<file path="config.mk">
export PLATFORM = sky130hd
export DESIGN_NAME = key_conditioner
export DESIGN_NICKNAME = d
export VERILOG_FILES = /design/src/rtl/key_conditioner.sv
export SDC_FILE = /design/constraint.sdc
export NUM_CORES = 1
export LEC_CHECK = 0
export CELL_PAD_IN_SITES_DETAIL_PLACEMENT = 1
export CELL_PAD_IN_SITES_GLOBAL_PLACEMENT = 1
export CORE_AREA = 2 2 165 167
export DETAILED_ROUTE_END_ITERATION = 10
export DIE_AREA = 0 0 167 169
export GPL_TIMING_DRIVEN = 0
export PLACE_DENSITY_LB_ADDON = 0.1
export SETUP_SLACK_MARGIN = 0.02
export SLEW_MARGIN = 10
export SYNTH_ARGS = -nofsm -noshare
export SYNTH_HDL_FRONTEND = slang
export SYNTH_SLANG_ARGS = --single-unit
</file>
<file path="constraint.sdc">
create_clock -name CLOCK_50 -period 4.15 [get_ports CLOCK_50]
set_input_delay 1.245 -clock CLOCK_50 [delete_from_list [all_inputs] [get_ports CLOCK_50]]
set_output_delay 1.245 -clock CLOCK_50 [all_outputs]
set_load 0.03 [all_outputs]
</file>
<file path="src/rtl/key_conditioner.sv">
// key_conditioner: synchronize, debounce and auto-repeat a bank of board keys/switches
module key_conditioner #(
   parameter int N_KEYS          = 4,
   parameter bit ACTIVE_LOW      = 1'b1,
   parameter int DEBOUNCE_CYCLES = 500000,
   parameter int REPEAT_DELAY    = 25000000,
   parameter int REPEAT_PERIOD   = 5000000
) (
   input  logic              CLOCK_50,
   input  logic              reset,
   input  logic [N_KEYS-1:0] raw,
   input  logic [N_KEYS-1:0] repeat_en,
   output logic [N_KEYS-1:0] level,
   output logic [N_KEYS-1:0] press,
   output logic [N_KEYS-1:0] release_pulse,
   output logic [N_KEYS-1:0] event_pulse,
   output logic              any_event
);
   localparam int DW   = $clog2(DEBOUNCE_CYCLES);
   localparam int RMAX = (REPEAT_DELAY > REPEAT_PERIOD) ? REPEAT_DELAY : REPEAT_PERIOD;
   localparam int RW   = $clog2(RMAX);
   typedef enum logic [1:0] {IDLE, HELD_DELAY, HELD_REPEAT} rpt_state_t;
   logic [N_KEYS-1:0] s1, s2, a, accept, rpt_due, ev_next;
   logic [DW-1:0]     db_cnt [N_KEYS];
   logic [RW-1:0]     rc     [N_KEYS];
   rpt_state_t        state  [N_KEYS];
   // per-channel acceptance and repeat-due decisions; a release always masks a coincident repeat
   always_comb begin
      a       = s2 ^ {N_KEYS{ACTIVE_LOW}};
      accept  = '0;
      rpt_due = '0;
      for (int i = 0; i < N_KEYS; i++) begin
         accept[i]  = (a[i] != level[i]) && (db_cnt[i] == DW'(DEBOUNCE_CYCLES - 1));
         rpt_due[i] = repeat_en[i] &&
                      ((state[i] == HELD_DELAY  && rc[i] == RW'(REPEAT_DELAY - 1)) ||
                       (state[i] == HELD_REPEAT && rc[i] == RW'(REPEAT_PERIOD - 1)));
      end
      ev_next = (accept & ~level) | (rpt_due & ~accept);
   end
   // synchronizer, debounce counters, repeat FSMs and registered pulse outputs
   always_ff @(posedge CLOCK_50) begin
      if (reset) begin
         s1            <= {N_KEYS{ACTIVE_LOW}};
         s2            <= {N_KEYS{ACTIVE_LOW}};
         level         <= '0;
         press         <= '0;
         release_pulse <= '0;
         event_pulse   <= '0;
         any_event     <= 1'b0;
         for (int i = 0; i < N_KEYS; i++) begin
            db_cnt[i] <= '0;
            rc[i]     <= '0;
            state[i]  <= IDLE;
         end
      end else begin
         s1            <= raw;
         s2            <= s1;
         level         <= level ^ accept;
         press         <= accept & ~level;
         release_pulse <= accept & level;
         event_pulse   <= ev_next;
         any_event     <= |ev_next;
         for (int i = 0; i < N_KEYS; i++) begin
            db_cnt[i] <= (a[i] == level[i] || accept[i]) ? '0 : db_cnt[i] + 1'b1;
            if (accept[i]) begin
               state[i] <= level[i] ? IDLE : HELD_DELAY;
               rc[i]    <= '0;
            end else if (state[i] != IDLE && !repeat_en[i]) begin
               state[i] <= HELD_DELAY;
               rc[i]    <= '0;
            end else if (rpt_due[i]) begin
               state[i] <= HELD_REPEAT;
               rc[i]    <= '0;
            end else if (state[i] != IDLE) begin
               rc[i]    <= rc[i] + 1'b1;
            end
         end
      end
   end
endmodule

</file>
==> flow_summary.ini <==
[floorplan]
die_h_um = 169
die_w_um = 167
dieArea_um2 = 28200
fp-row-count = 60
start_util_pct = 38.4
boundaryPins = 27
coreArea_um2 = 26500

[placed_design]
dp_hpwl_mm = 15.9
portBuffers = 25
gp_congestion = 0.744

[synth]
synth_nets = 1065
yosysWarnings = 0
synthCells = 1039
syn-mean-instance-area_um2 = 9.79
synthArstFlopShare_pct = 0
ys.flop_type = edfxtp_1
synth-seq-cells = 209
yosys.cell_types.count = 56
synthTopCellsByArea = edfxtp_1, dfxtp_1, nor2_1
yosysSeqAreaShare_pct = 51.8
yosys.area.top_type = edfxtp_1
synth-edff-count = 108
netlist.area_leader.share_pct = 31.9
netlist_area_um2 = 10200

[setup_path]
path_max_fanout = 25
timing.rr.start = rc[2][21]
crit_arrival_ns = 3.96
cp-end-kind = register
cp.required_ns = 4.28
critical_path_class = in -> reg
setup.worst_path.start = repeat_en[2]
start_kind = input port

[clocking]
clk_latency_ns = 0.54
clk_pin_slew_ns = 0.05
ctsResizeCount = 0
cts-root-buf = clkbuf_16
tritoncts = built
clock_path_buffers = 3
clock-sinks = 209
h-tree-depth = 1
cts_setup_buffers = 0
hold_buffers = 0
cts_buffers = 26

[sta]
rsz0062_at_grt = false
worst_pin_slew_ns = 1.11
finalMaxSlewViolations = 0
maxSlewHeadroom_pct = 25.6
hold_violations = 0
min_period_ns = 3.83
fin_crit_sh_pct = 92.3
max_freq_ghz = 0.261
setup_viol = 0
whs_ns = 0.407
finalClockSkew_ns = 0.0240

[power]
leakage_nw = 3.86
p_per_area_nw_per_um2 = 417
ir_drop_uv = 392

[worst_hold_path]
min-delay-start = s1[0]
hp-class = reg -> reg

[drt]
vias_per_cell = 5.05
vias = 7327
drc_errors = 0
postRouteAntennaNets = 0
dr.pass1.iters = 4
wl_per_cell_um = 15.5
drt_iter0_drc = 321
detail_route.wirelength_mm = 22.6

[global_route]
antenna_found_initial = 0
grt_pass1_vias = 7492
grt_max_degree = 26
track_usage_pct = 16.0
grt_pass1_wl_mm = 37.8
gr-total-overflow = 0

[finish]
final_common_cell = nor2_1
syn2layout_area_growth_pct = 15.3
antenna_cells = 0
final_cell_mix = nor2_1, edfxtp_1, dfxtp_1, xor2_1, nand3_1
fin_util_pct = 44.3
drive_gt1_share_pct = 7.11
finalNetCount = 1118

[run_status]
status = completed

[job]
drv_cap = 0
power breakdown:
group / internal [mW] / switching [mW]
sequential: 2.29 / 0.109
combinational: 0.0969 / 0.134
clock: 1.39 / 0.874
total: 3.78 / 1.12
cells in the mapped netlist, types with 2 or more instances:
library cell,instances
nand2_1,67
nor4_1,17
or4b_2,2
ha_1,16
or4bb_1,5
or2_2,11
xnor2_1,63
or4_1,4
o21ai_2,2
nand4b_1,6
a21oi_1,10
o21a_1,2
nand3b_1,4
buf_4,3
inv_1,26
nand4_1,37
o21ai_0,16
and2_2,2
nand2b_1,4
nor2_1,238
dfxtp_1,101
nand3_1,71
clkbuf_1,10
buf_2,8
xor2_1,96
nor4b_1,2
nor4bb_1,2
or4b_1,3
edfxtp_1,108
and2_1,3
nor3_1,20
o2111ai_1,3
or3_1,9
nor3b_1,4
nor2b_1,12
and3_1,19
and4_1,14
path summary, 6_finish.rpt:
check | slack, ns | endpoint | depth (start not counted)
worst min register to register | 0.41 | s2[0] | 1
worst max register to register | 0.98 | rc[2][20] | 5
worst min-delay path | 0.41 | s2[0] | 1
worst max-delay path | 0.32 | rc[2][20] | 6
logic make-up after synthesis:
| group | share of synthesized area, % |
|---|---|
| simple gates | 27.8 |
| xor+xnor | 13.7 |
| flops | 51.8 |
| buf+inv | 2.13 |
| compound gates | 2.66 |
| fa+ha+maj | 1.97 |
critical path, stage by stage:
cell	delay, ns
clkdlybuf4s50_1	0.57
or4b_2	0.60
nor3b_1	0.22
o2111ai_1	0.25
nor2b_1	0.24
nand2_1	0.83
layout make-up:
class	instances	area, um2
inverter	26	97.6
clock inverter	1	16.3
multi-input combinational	781	4700
clock buffer	46	860
sequential	209	5270
timing repair buffer	25	250
tap	341	427
fill	2989	14800
buffer	23	119
metrics by stage:
stage	instance area, um2	power (mW)	TNS, ns	setup WS, ns	instances
finish	11700	4.89	0	0.321	1452
global route	11700	5.10	0	0.141	1452
CTS	11700	4.98	0	0.295	1452
detailed placement	10800	2.67	-6.63	-0.266	1405
global placement	10800	2.67	-5.81	-0.234	1405
floorplan	10200	2.58	0	0.819	1039
state kept, by name (all words and copies together), names as in the netlist:
register,flops
any_event,1
rc,100
release_pulse,4
db_cnt,76
state,8
level,4
s1,4
s2,4
event_pulse,4
press,4
per-layer routing:
metal  global-route usage (%)  up-vias  share of wire, %
met5                        0        -                 0
met4                     4.05        0               2.2
met3                     2.69       34               2.8
met2                     26.2       66                45
met1                     22.2     3508                50
li1                         -     3719                 -
Power figures use the tool's default switching activity.
